<file path="src/rtl/ctpuf_pkg.sv">
// rtl/ctpuf_pkg.sv - shared state encoding and default constants for the CT-PUF evaluation controller
package ctpuf_pkg;

    localparam int CTPUF_CHAL_W = 8;
    localparam int CTPUF_RESP_W = 8;
    localparam int CTPUF_SETTLE = 16;
    localparam int CTPUF_NSAMP  = 7;

    typedef enum logic [2:0] {
        ST_IDLE   = 3'd0,
        ST_SETTLE = 3'd1,
        ST_SAMPLE = 3'd2,
        ST_NEXT   = 3'd3,
        ST_DONE   = 3'd4
    } ctpuf_state_e;

endpackage

</file>
<file path="src/rtl/ctpuf_sync2.sv">
// rtl/ctpuf_sync2.sv - two-flop synchroniser bringing a PUF output into the clk domain
module ctpuf_sync2 (
    input  logic clk_i,
    input  logic reset_i,
    input  logic d_i,
    output logic q_o
);

    logic meta_q;
    logic sync_q;

    always_ff @(posedge clk_i) begin
        if (!reset_i) begin
            meta_q <= 1'b0;
            sync_q <= 1'b0;
        end else begin
            meta_q <= d_i;
            sync_q <= meta_q;
        end
    end

    assign q_o = sync_q;

endmodule

</file>
<file path="src/rtl/ctpuf_eval_ctrl.sv">
// rtl/ctpuf_eval_ctrl.sv - CT-PUF challenge/response sequencer with per-bit settle and majority vote
module ctpuf_eval_ctrl
    import ctpuf_pkg::*;
#(
    parameter int CHAL_W = CTPUF_CHAL_W,
    parameter int RESP_W = CTPUF_RESP_W,
    parameter int SETTLE = CTPUF_SETTLE,
    parameter int NSAMP  = CTPUF_NSAMP
) (
    input  logic              clk_i,
    input  logic              reset_i,
    input  logic              start_i,
    input  logic [CHAL_W-1:0] chal_in_i,
    input  logic              puf_out_i,
    output logic              puf_en_o,
    output logic [CHAL_W-1:0] puf_chal_o,
    output logic              busy_o,
    output logic [RESP_W-1:0] resp_o,
    output logic              resp_valid_o
);

    localparam int SET_W  = $clog2(SETTLE + 1);
    localparam int SMP_W  = $clog2(NSAMP + 1);
    localparam int IDX_W  = $clog2(RESP_W + 1);

    ctpuf_state_e      state_q, state_d;
    logic [CHAL_W-1:0] chal_q, chal_d;
    logic [CHAL_W-1:0] puf_chal_q, puf_chal_d;
    logic [IDX_W-1:0]  idx_q, idx_d;
    logic [SET_W-1:0]  set_cnt_q, set_cnt_d;
    logic [SMP_W-1:0]  smp_cnt_q, smp_cnt_d;
    logic [SMP_W-1:0]  ones_q, ones_d;
    logic [RESP_W-1:0] shadow_q, shadow_d;
    logic [RESP_W-1:0] resp_q, resp_d;

    logic              puf_sync;
    logic              settle_last;
    logic              sample_last;
    logic              bit_last;
    logic              vote;
    logic [RESP_W-1:0] bit_mask;
    logic [RESP_W-1:0] shadow_upd;

    ctpuf_sync2 u_sync (
        .clk_i   (clk_i),
        .reset_i (reset_i),
        .d_i     (puf_out_i),
        .q_o     (puf_sync)
    );

    assign settle_last = (set_cnt_q == SET_W'(SETTLE - 1));
    assign sample_last = (smp_cnt_q == SMP_W'(NSAMP - 1));
    assign bit_last    = (idx_q == IDX_W'(RESP_W - 1));
    assign vote        = (ones_q > SMP_W'(NSAMP / 2));
    assign bit_mask    = RESP_W'(1) << idx_q;
    assign shadow_upd  = vote ? (shadow_q | bit_mask) : (shadow_q & ~bit_mask);

    always_ff @(posedge clk_i) begin
        if (!reset_i) begin
            state_q <= ST_IDLE;
        end else begin
            state_q <= state_d;
        end
    end

    always_comb begin
        state_d = state_q;
        unique case (state_q)
            ST_IDLE:   if (start_i)     state_d = ST_SETTLE;
            ST_SETTLE: if (settle_last) state_d = ST_SAMPLE;
            ST_SAMPLE: if (sample_last) state_d = ST_NEXT;
            ST_NEXT:   state_d = bit_last ? ST_DONE : ST_SETTLE;
            ST_DONE:   state_d = ST_IDLE;
            default:   state_d = ST_IDLE;
        endcase
    end

    always_comb begin
        puf_en_o     = 1'b0;
        busy_o       = 1'b1;
        resp_valid_o = 1'b0;
        unique case (state_q)
            ST_IDLE:   busy_o       = 1'b0;
            ST_SETTLE: puf_en_o     = 1'b1;
            ST_SAMPLE: puf_en_o     = 1'b1;
            ST_NEXT:   puf_en_o     = 1'b0;
            ST_DONE:   resp_valid_o = 1'b1;
            default:   busy_o       = 1'b0;
        endcase
    end

    // resp is loaded on the final NEXT edge so it is already stable while DONE pulses resp_valid
    always_comb begin
        chal_d     = chal_q;
        puf_chal_d = puf_chal_q;
        idx_d      = idx_q;
        set_cnt_d  = set_cnt_q;
        smp_cnt_d  = smp_cnt_q;
        ones_d     = ones_q;
        shadow_d   = shadow_q;
        resp_d     = resp_q;
        unique case (state_q)
            ST_IDLE: begin
                if (start_i) begin
                    chal_d     = chal_in_i;
                    puf_chal_d = chal_in_i;
                    idx_d      = '0;
                    set_cnt_d  = '0;
                    smp_cnt_d  = '0;
                    ones_d     = '0;
                    shadow_d   = '0;
                end
            end
            ST_SETTLE: begin
                set_cnt_d = settle_last ? '0 : set_cnt_q + SET_W'(1);
            end
            ST_SAMPLE: begin
                smp_cnt_d = sample_last ? '0 : smp_cnt_q + SMP_W'(1);
                ones_d    = ones_q + SMP_W'(puf_sync);
            end
            ST_NEXT: begin
                shadow_d = shadow_upd;
                ones_d   = '0;
                if (bit_last) begin
                    resp_d = shadow_upd;
                end else begin
                    idx_d      = idx_q + IDX_W'(1);
                    puf_chal_d = chal_q ^ CHAL_W'(idx_q + IDX_W'(1));
                end
            end
            default: begin
            end
        endcase
    end

    always_ff @(posedge clk_i) begin
        if (!reset_i) begin
            chal_q     <= '0;
            puf_chal_q <= '0;
            idx_q      <= '0;
            set_cnt_q  <= '0;
            smp_cnt_q  <= '0;
            ones_q     <= '0;
            shadow_q   <= '0;
            resp_q     <= '0;
        end else begin
            chal_q     <= chal_d;
            puf_chal_q <= puf_chal_d;
            idx_q      <= idx_d;
            set_cnt_q  <= set_cnt_d;
            smp_cnt_q  <= smp_cnt_d;
            ones_q     <= ones_d;
            shadow_q   <= shadow_d;
            resp_q     <= resp_d;
        end
    end

    assign puf_chal_o = puf_chal_q;
    assign resp_o     = resp_q;

endmodule

</file>
<file path="config.mk">
export PLATFORM = sky130hd
export DESIGN_NAME = ctpuf_eval_ctrl
export DESIGN_NICKNAME = d
export VERILOG_FILES = /design/src/rtl/ctpuf_pkg.sv /design/src/rtl/ctpuf_sync2.sv /design/src/rtl/ctpuf_eval_ctrl.sv
export SDC_FILE = /design/constraint.sdc
export NUM_CORES = 1
export LEC_CHECK = 0
export ABC_CLOCK_PERIOD_IN_PS = 2100
export CAP_MARGIN = 20
export CORE_MARGIN = 2
export CORE_UTILIZATION = 50
export DETAILED_ROUTE_END_ITERATION = 6
export GPL_TIMING_DRIVEN = 0
export MAX_ROUTING_LAYER = met4
export PLACE_DENSITY_LB_ADDON = 0.08
export SYNTH_ARGS = -nofsm -noshare
export SYNTH_HDL_FRONTEND = slang
export SYNTH_SLANG_ARGS = --single-unit
</file>
<file path="constraint.sdc">
create_clock -name clk_i -period 2.1 [get_ports clk_i]
set_input_delay 0.63 -clock clk_i [delete_from_list [all_inputs] [get_ports clk_i]]
set_output_delay 0.63 -clock clk_i [all_outputs]
set_load 0.005 [all_outputs]
</file>
==> run metrics, run 1 <==
number of flops mapped to enable cells by yosys 0; CP Capture Type output port; initial cell density of the core 0.522; DIE AREA 5550 um^2; LEAKAGE 0.00113 uW; DRC violation count after routing 0; most common flop cell mapped by yosys dfxtp_1; endpoints failing hold 0; cts bufs inserted 5; largest net degree at the start of global routing 15; first-pass GRT wire length 9290 um; YS warnings 0; die height 74.5 um; critical path class reg2out; Slew @ Worst Pin 601 ps; post-synthesis sequential area ratio 0.419; crit path cell chain buf_6 > or3b_4 > nand2_1 > clkbuf_2; cell count of the worst reg-to-reg path 7; Pwr Total 2060 uW; WP data required 1470 ps; # rows 25; share of layout cells above drive strength 1 0.139; Reg-to-Reg End puf_chal_o[1]; CTS Root Cell clkbuf_8; fillers 421; Max Cap Viol 0; clk_lat worst skew 310 ps; Placed Area 2870 um^2; RSZ-0062 raised after global routing false; Syn Nets 307; DR vias 2123; Synth-to-Final Area Change 21.5%; hold path depth 2; startpoint class of the critical path register; total grt overflow 0; PwrDens 684 nW/um^2; Synth Area per Inst 8.65 um^2; most frequent cells in the layout dfxtp_1 (51), nand2_1 (40), nor2_1 (26), a21oi_1 (26), clkdlybuf4s50_1 (26); worst clock skew 7.52 ps; highest cell delay on the worst timing path 400 ps; r2r startpoint idx_q[0]; die width 74.5 um; cell taking the most area after synthesis dfxtp_1; Final Critical Period 2020 ps; Worst Path Arrival 1390 ps; Longest Clk Path Bufs 2; DRT Wirelength 5460 um; Via-to-Cell Ratio 5.35; period utilization 0.962; Post-Synthesis Cells 287; top cells by area, synth dfxtp_1 (42%), nand2_1 (6.0%), a21oi_1 (5.2%); Port-buffer cells 30; Final Max Slew Viols 0; area of the core 4750 um^2; worst slack, placed -477 ps; final instance area 3020 um^2; clk sinks 52; CTS Hold Bufs 0; CTS clock-pin slew for the worst setup and hold paths 90 ps; Hold Crit Class reg2reg; Total GRT Usage 0.227; Crit-path slowest cell or3b_4; CTS tree built; Hold Path End chal_q[7]; drt first pass iters 4; post-synth top area share 0.419; count of cell types in the netlist 46; initial drt markers 84; final setup margin 79.7 ps; async set-reset flop share out of synthesis 0; worst relative slew slack 0.599; WL/cell 13.8 um; diode count 0; dpl hpwl 3850 um; I/O pin count 31; HP Start chal_q[7]; Syn Std Cell Area 2480 um^2; Seq cells post-synth 52; most common cell after layout, fill and taps aside dfxtp_1; ANT nets after route 0; final setup fails 0; Nets 349; outcome complete, no violations; Placer Congestion 0.800; Worst R2R Setup Slack 310 ps; vias in the first global route 2066; maximum VDD drop 0.000392 V; Fmax 495 MHz; setup TNS 0 ps; H-tree levels 2; initial antenna violation count 0; Crit Path Max Fanout 17
[synth_stat cells, drive strengths merged (3+ instances only)]
cell type   n
a211oi      4
mux2        8
a21oi      27
xnor2       5
nor3b       5
xor2        3
dfxtp      52
ha          8
a22oi      11
o211ai      3
clkbuf     10
buf        11
nand3       4
and2        3
nand2      40
nor2       28
or3b        3
nor3        6
a31oi       4
o21ai      21
a311oi      3
nand3b      8
inv         5
[logic make-up (layout without fill, tap and decap cells)]
logic type | count (synthesis) | count (layout) | synth area share
buffers and inverters | 26 | 69 | 0.0499
AND/OR/NAND/NOR | 106 | 106 | 0.221
multiplexers | 10 | 10 | 0.0494
flip-flops | 52 | 52 | 0.419
AO/OA/AOI/OAI | 77 | 77 | 0.192
adder cells (fa/ha/maj) | 8 | 8 | 0.0403
XOR/XNOR | 8 | 8 | 0.0282
[registers in the layout, summed over array words and instances, names as in the netlist]
name           flops
set_cnt_q          5
ones_q             3
smp_cnt_q          3
u_sync.q_o         1
idx_q              4
state_q            3
resp_o             8
chal_q             8
u_sync.meta_q      1
shadow_q           8
puf_chal_o         8
[final cells by class]
class / instances / area (um^2) / area share
well taps: 67 / 83.8 / 0.0278
inverters: 5 / 18.8 / 0.00622
multi-input cells: 209 / 1330 / 0.439
plain buffers: 20 / 114 / 0.0377
repair buffers: 36 / 340 / 0.113
clock buffers: 8 / 90.1 / 0.0299
flip-flops and latches: 52 / 1040 / 0.346
[power breakdown]
part           internal [uW]  leakage [uW]  switching [uW]
sequential              1040      0.000423            30.3
clock                    269     0.0000455             324
combinational            195      0.000660             210
[critical path, delay by kind of cell, from the launching register on]
kind / cells / cell delay, ps
simple gates: 2 / 470
flops: 1 / 330
buf+inv: 2 / 270
[through the flow]
step	hold slack [ps]	util	std cells
after global placement	443	0.603	384
after CTS	459	0.636	398
final	459	0.635	397
after detailed placement	447	0.603	384
after floorplan	412	-	287
after global routing	481	0.635	397
[layer usage]
| layer | global-route usage | vias up | wire [um] |
|---|---|---|---|
| li1 | - | 1090 | - |
| met1 | 0.284 | 988 | 2680 |
| met2 | 0.352 | 34 | 2480 |
| met3 | 0.0569 | 11 | 174 |
| met4 | 0.0853 | 0 | 133 |
| met5 | - | - | 0 |
[timing repair]
action | 4_1_cts | 5_1_grt
gates resized for setup | 14 | 3
pin swaps | 3 | 0
buffers inserted | 6 | 0
endpoints found under the setup margin | 14 | 7
[worst max path at each step]
| stage | from | end | slack (ps) | depth (start not counted) |
|---|---|---|---|---|
| after floorplan | state_q[0] | puf_en_o | 330 | 3 |
| after global placement | start_i | shadow_q[3] | -470 | 6 |
| after detailed placement | start_i | shadow_q[2] | -480 | 6 |
| after CTS | state_q[0] | puf_en_o | 20 | 4 |
| after global routing | state_q[1] | puf_en_o | 20 | 4 |
| final | state_q[1] | puf_en_o | 80 | 4 |
(Power assumes the default switching activity.)
==> inputs of run 2 (changes only) <==
SYNTH_HIERARCHICAL = 1   (was default)
==> run metrics, run 2 <==
most frequent cell after synthesis dfxtp_1; Worst Path Arrival 1390 ps (about the same); Post-Synthesis Cells 280 (-2.4%); Crit. Startpoint state_q[0]; async set-reset flop share out of synthesis 0 (unchanged); final instance area 3050 um^2 (+1.2%); vias in the first global route 1868 (-9.6%); Synth-to-Final Area Change 21.6% (about the same); Final Max Slew Viols 0 (unchanged); Worst R2R Setup Slack 260 ps (-50 ps); top cells by area, synth dfxtp_1 (41%), nor2_1 (4.9%), a21oi_1 (4.6%); most frequent cells in the layout dfxtp_1 (51), nor2_1 (32), nand2_1 (30); final setup fails 0 (unchanged); worst relative slew slack 0.607 (+0.00771); most common flop cell mapped by yosys dfxtp_1; clk_lat worst skew 310 ps (about the same); count of cell types in the netlist 47 (+2.2%); critical path class reg2out; xor-xnor portion of the synthesized cell area 0.0314 (+0.00316); Crit-path slowest cell dfxtp_1; commonest cells in the netlist dfxtp_1 (52), nor2_1 (33), nand2_1 (30); drt first pass iters 4 (unchanged); post-synth top area share 0.414 (-0.00480); setup TNS 0 ps (unchanged); Seq cells post-synth 52 (unchanged); DIE AREA 5610 um^2 (+1.1%); number of flops mapped to enable cells by yosys 0 (unchanged); die height 74.9 um (+0.54%); highest cell delay on the worst timing path 340 ps (-60 ps); Nets 343 (-1.7%); Max Cap Viol 0 (unchanged); cell taking the most area after synthesis dfxtp_1; YS warnings 6 (+6); post-synthesis sequential area ratio 0.414 (-0.00480); endpoints failing hold 0 (unchanged); outcome complete, no violations; Hold Path End u_sync/q_o; HP Start u_sync/meta_q; Placer Congestion 0.825 (+3.1%); compound-cell area share of the yosys netlist 0.187 (-0.00519); maximum VDD drop 0.000437 V (+11%); most common cell after layout, fill and taps aside dfxtp_1; Total GRT Usage 0.214 (-0.0125); simple-gate share of the synthesized area 0.229 (+0.00843); WL/cell 13.9 um (+0.96%); cell count of the worst reg-to-reg path 6 (-1); Syn Nets 300 (-2.3%); Hold Crit Class reg2reg; Synth Area per Inst 8.97 um^2 (+3.7%); crit path cell chain buf_6 > buf_4 > nor2_2 > xnor2_1 > dlygate4sd2_1; LEAKAGE 0.00117 uW (+3.6%); initial drt markers 106 (+26%); main combinational cell family by area after synthesis simple AND/OR/NAND/NOR gates; area of the core 4790 um^2 (+0.66%); Reg-to-Reg End puf_chal_o[1]; initial antenna violation count 0 (unchanged); utilization after layout 0.638 (+0.00343); CTS tree built; initial cell density of the core 0.525 (+0.00260); clk sinks 52 (unchanged); Fmax 494 MHz (-0.18%); Final Critical Period 2020 ps (+3.58 ps); cts bufs inserted 5 (unchanged); Placed Area 2900 um^2 (+1.0%); PwrDens 706 nW/um^2 (+3.2%); startpoint class of the critical path register; r2r startpoint idx_q[0]; hold path depth 1 (-1); CTS clock-pin slew for the worst setup and hold paths 100 ps (about the same); DRC violation count after routing 0 (unchanged); Via-to-Cell Ratio 5.30 (-0.86%); Slew @ Worst Pin 590 ps (-11.6 ps); CTS Root Cell clkbuf_8; Syn Std Cell Area 2510 um^2 (+1.2%); worst clock skew 12.7 ps (+5.16 ps); Crit Path Max Fanout 9 (-8); # rows 25 (unchanged); I/O pin count 31 (unchanged); largest net degree at the start of global routing 16 (+1); dpl hpwl 3650 um (-5.2%); CTS Hold Bufs 0 (unchanged); worst slack, placed -431 ps (+45.9 ps); die width 74.9 um (+0.54%); ANT nets after route 0 (unchanged); mux share of post-synthesis cell area 0.0423 (-0.00704); WP data required 1470 ps (about the same); Longest Clk Path Bufs 2 (unchanged); period utilization 0.964 (+0.00171); share of layout cells above drive strength 1 0.139 (-0.000505); final setup margin 76.2 ps (-3.58 ps); Port-buffer cells 30 (unchanged); first-pass GRT wire length 8980 um (-3.3%); DRT Wirelength 5430 um (-0.57%); diode count 0 (unchanged); total grt overflow 0 (unchanged); CP Capture Type output port; fraction of the mapped netlist area in adder cells 0.0398 (-0.000462); H-tree levels 2 (unchanged); DR vias 2073 (-2.4%)
-- run 2: through the flow --
step | instances | hold WS (ps) | power, uW
floorplan | 280 | 412 | 1400
global placement | 377 | 415 | 1550
detailed placement | 377 | 427 | 1550
CTS | 388 | 447 | 2160
global route | 391 | 463 | 2280
finish | 391 | 444 | 2160
-- run 2: logic make-up after synthesis --
group | count (synthesis)
simple gates | 108
compound gates | 68
flops | 52
buf+inv | 25
mux | 10
xor+xnor | 9
fa+ha+maj | 8
-- run 2: how the worst max path moves through the flow --
stage,to,slack [ps],cells past startpoint
finish,busy_o,80,5
global route,shadow_q[2],-7,7
CTS,puf_en_o,-30,4
detailed placement,set_cnt_q[3],-430,5
global placement,set_cnt_q[3],-400,5
floorplan,set_cnt_q[3],380,4
-- run 2: layer usage --
metal  global-route usage  routed length [um]  vias up  part of all wire
met3               0.0375                 238        8             0.044
met5                    -                   0        -                 0
li1                     -                   -     1073                 -
met4               0.0615                  59        0             0.011
met2                0.331                2510       43              0.46
met1                0.288                2620      949              0.48
-- run 2: what timing repair did --
item                                    4_1_cts  5_1_grt
pin swaps                                     0        2
gates resized for setup                       9        6
buffers inserted                              3        3
endpoints found under the setup margin       17       11
-- run 2: report_power, final --
group | switching [uW] | internal [uW]
Combinational | 247 | 238
Sequential | 33.9 | 1040
Clock | 332 | 264
-- run 2: area by class of cell --
class / count / area [um^2]
tap: 67 / 83.8
multi-input combinational: 203 / 1350
inverter: 4 / 15.0
timing repair buffer: 36 / 338
sequential: 52 / 1040
buffer: 21 / 135
clock inverter: 2 / 10.0
clock buffer: 6 / 82.6
fill: 444 / 1730
-- run 2: critical path, delay by kind of cell, from the launching register on --
family,cells,cell delay [ps]
xor gates and xnor gates,1,110
buffers and inverters,3,520
DFF,1,340
and+or+nand+nor,1,100
==> inputs of run 3 (changes only) <==
--- a/config.mk
+++ b/config.mk
@@ -10,8 +10,10 @@
 export CORE_MARGIN = 2
 export CORE_UTILIZATION = 50
+export CTS_BUF_LIST = sky130_fd_sc_hd__clkbuf_4
 export DETAILED_ROUTE_END_ITERATION = 6
 export GPL_TIMING_DRIVEN = 0
 export MAX_ROUTING_LAYER = met4
 export PLACE_DENSITY_LB_ADDON = 0.08
+export REMOVE_ABC_BUFFERS = 1
 export SYNTH_ARGS = -nofsm -noshare
 export SYNTH_HDL_FRONTEND = slang
==> constraint.sdc (replaced) <==
create_clock -name clk_i -period 2.1 [get_ports clk_i]
set_input_delay 0.315 -clock clk_i [delete_from_list [all_inputs] [get_ports clk_i]]
set_output_delay 0.315 -clock clk_i [all_outputs]
set_load 0.005 [all_outputs]
==> run metrics, run 3 (synthesized netlist as in run 2, its figures left out) <==
Total GRT Usage 0.187 (-0.0270); maximum VDD drop 0.000424 V (-2.9%); first-pass GRT wire length 7830 um (-13%); initial cell density of the core 0.525 (unchanged); Port-buffer cells 30 (unchanged); endpoints failing hold 0 (unchanged); clk sinks 52 (unchanged); setup TNS 0 ps (unchanged); area of the core 4790 um^2 (unchanged); Placer Congestion 0.749 (-9.2%); final setup fails 0 (unchanged); final setup margin 69.3 ps (-6.86 ps); CP Capture Type output port; DRT Wirelength 5010 um (-7.7%); # rows 25 (unchanged); Fmax 492 MHz (-0.34%); LEAKAGE 0.00114 uW (-2.4%); most common cell after layout, fill and taps aside dfxtp_1; startpoint class of the critical path register; H-tree levels 2 (unchanged); die height 74.9 um (unchanged); worst slack, placed -554 ps (-122 ps); DR vias 2061 (-0.58%); initial drt markers 86 (-19%); dpl hpwl 2990 um (-18%); WL/cell 13.3 um (-4.6%); critical path class reg2out; drt first pass iters 4 (unchanged); Final Critical Period 2030 ps (+6.86 ps); largest net degree at the start of global routing 45 (+29); Synth-to-Final Area Change 19.2%; hold_ws 452 ps (+8.30 ps); Nets 331 (-3.5%); Max Cap Viol 0 (unchanged); Final Max Slew Viols 0 (unchanged); worst clock skew 11.2 ps (-1.48 ps); clk_lat worst skew 370 ps (+60 ps); worst relative slew slack 0.477 (-0.130); die width 74.9 um (unchanged); ANT nets after route 0 (unchanged); most frequent cells in the layout dfxtp_1 (49), nor2_1 (33), nand2_1 (30); CTS clock-pin slew for the worst setup and hold paths 140 ps (+40 ps); cts bufs inserted 5 (unchanged); vias in the first global route 1736 (-7.1%); Slew @ Worst Pin 784 ps (+194 ps); period utilization 0.967 (+0.00327); Worst Path Arrival 1720 ps (+330 ps); total grt overflow 0 (unchanged); CTS tree built; Longest Clk Path Bufs 2 (unchanged); CTS Root Cell clkbuf_4; Via-to-Cell Ratio 5.45 (+2.8%); initial antenna violation count 0 (unchanged); I/O pin count 31 (unchanged); outcome complete, no violations; DRC violation count after routing 0 (unchanged); Hold Crit Class reg2reg; WP data required 1780 ps (+310 ps); PwrDens 666 nW/um^2 (-5.7%); share of layout cells above drive strength 1 0.135 (-0.00384); diode count 0 (unchanged); DIE AREA 5610 um^2 (unchanged); Crit Path Max Fanout 5 (-4)
-- run 3: what timing repair did --
item,4_1_cts,5_1_grt
hold endpoints to repair,0,0
setup buffers,0,14
pin swaps,0,3
gates cloned,0,1
setup endpoints to repair,32,6
hold buffers,0,0
resized for setup,6,9
-- run 3: cell type report --
class / instances / area (um^2)
fillers: 452 / 1790
well taps: 67 / 83.8
clock inverters: 1 / 5.00
flip-flops and latches: 52 / 1050
multi-input cells: 204 / 1370
clock buffers: 6 / 45.0
inverters: 4 / 15.0
repair buffers: 44 / 423
-- run 3: final timing paths --
path | startpoint | to | slack (ps) | cells after the start
worst max-delay path | state_q[1] | busy_o | 70 | 4
worst min-delay path | u_sync/meta_q | u_sync/q_o | 450 | 1
worst max register to register | state_q[1] | idx_q[3] | 120 | 5
worst min register to register | u_sync/meta_q | u_sync/q_o | 450 | 1
-- run 3: layer usage --
layer | share of wire | up-vias | wire, um | track usage
li1 | - | 1055 | - | -
met1 | 0.50 | 967 | 2490 | 0.235
met2 | 0.46 | 32 | 2300 | 0.297
met3 | 0.033 | 7 | 163 | 0.0415
met4 | 0.012 | 0 | 58 | 0.0655
met5 | 0 | - | 0 | -
-- run 3: critical path, stage by stage (launching register included) --
cell,delay (ps)
dfxtp_4,400
buf_4,150
nor2_1,130
xnor2_1,140
clkdlybuf4s50_1,530
-- run 3: power by group --
| part | leakage (uW) | switching, uW | internal, uW |
|---|---|---|---|
| logic | 0.000685 | 237 | 239 |
| clock network | 0.0000315 | 299 | 137 |
| registers | 0.000425 | 40.8 | 1040 |
| total | 0.00114 | 576 | 1420 |
-- run 3: stage by stage --
stage               total power, uW  std cells  utilization  area (um^2)
floorplan                      1360        259            -         2390
global placement               1510        356        0.579         2770
detailed placement             1520        356        0.579         2770
CTS                            1960        363        0.594         2840
global route                   2100        378        0.626         3000
finish                         1990        378        0.626         3000
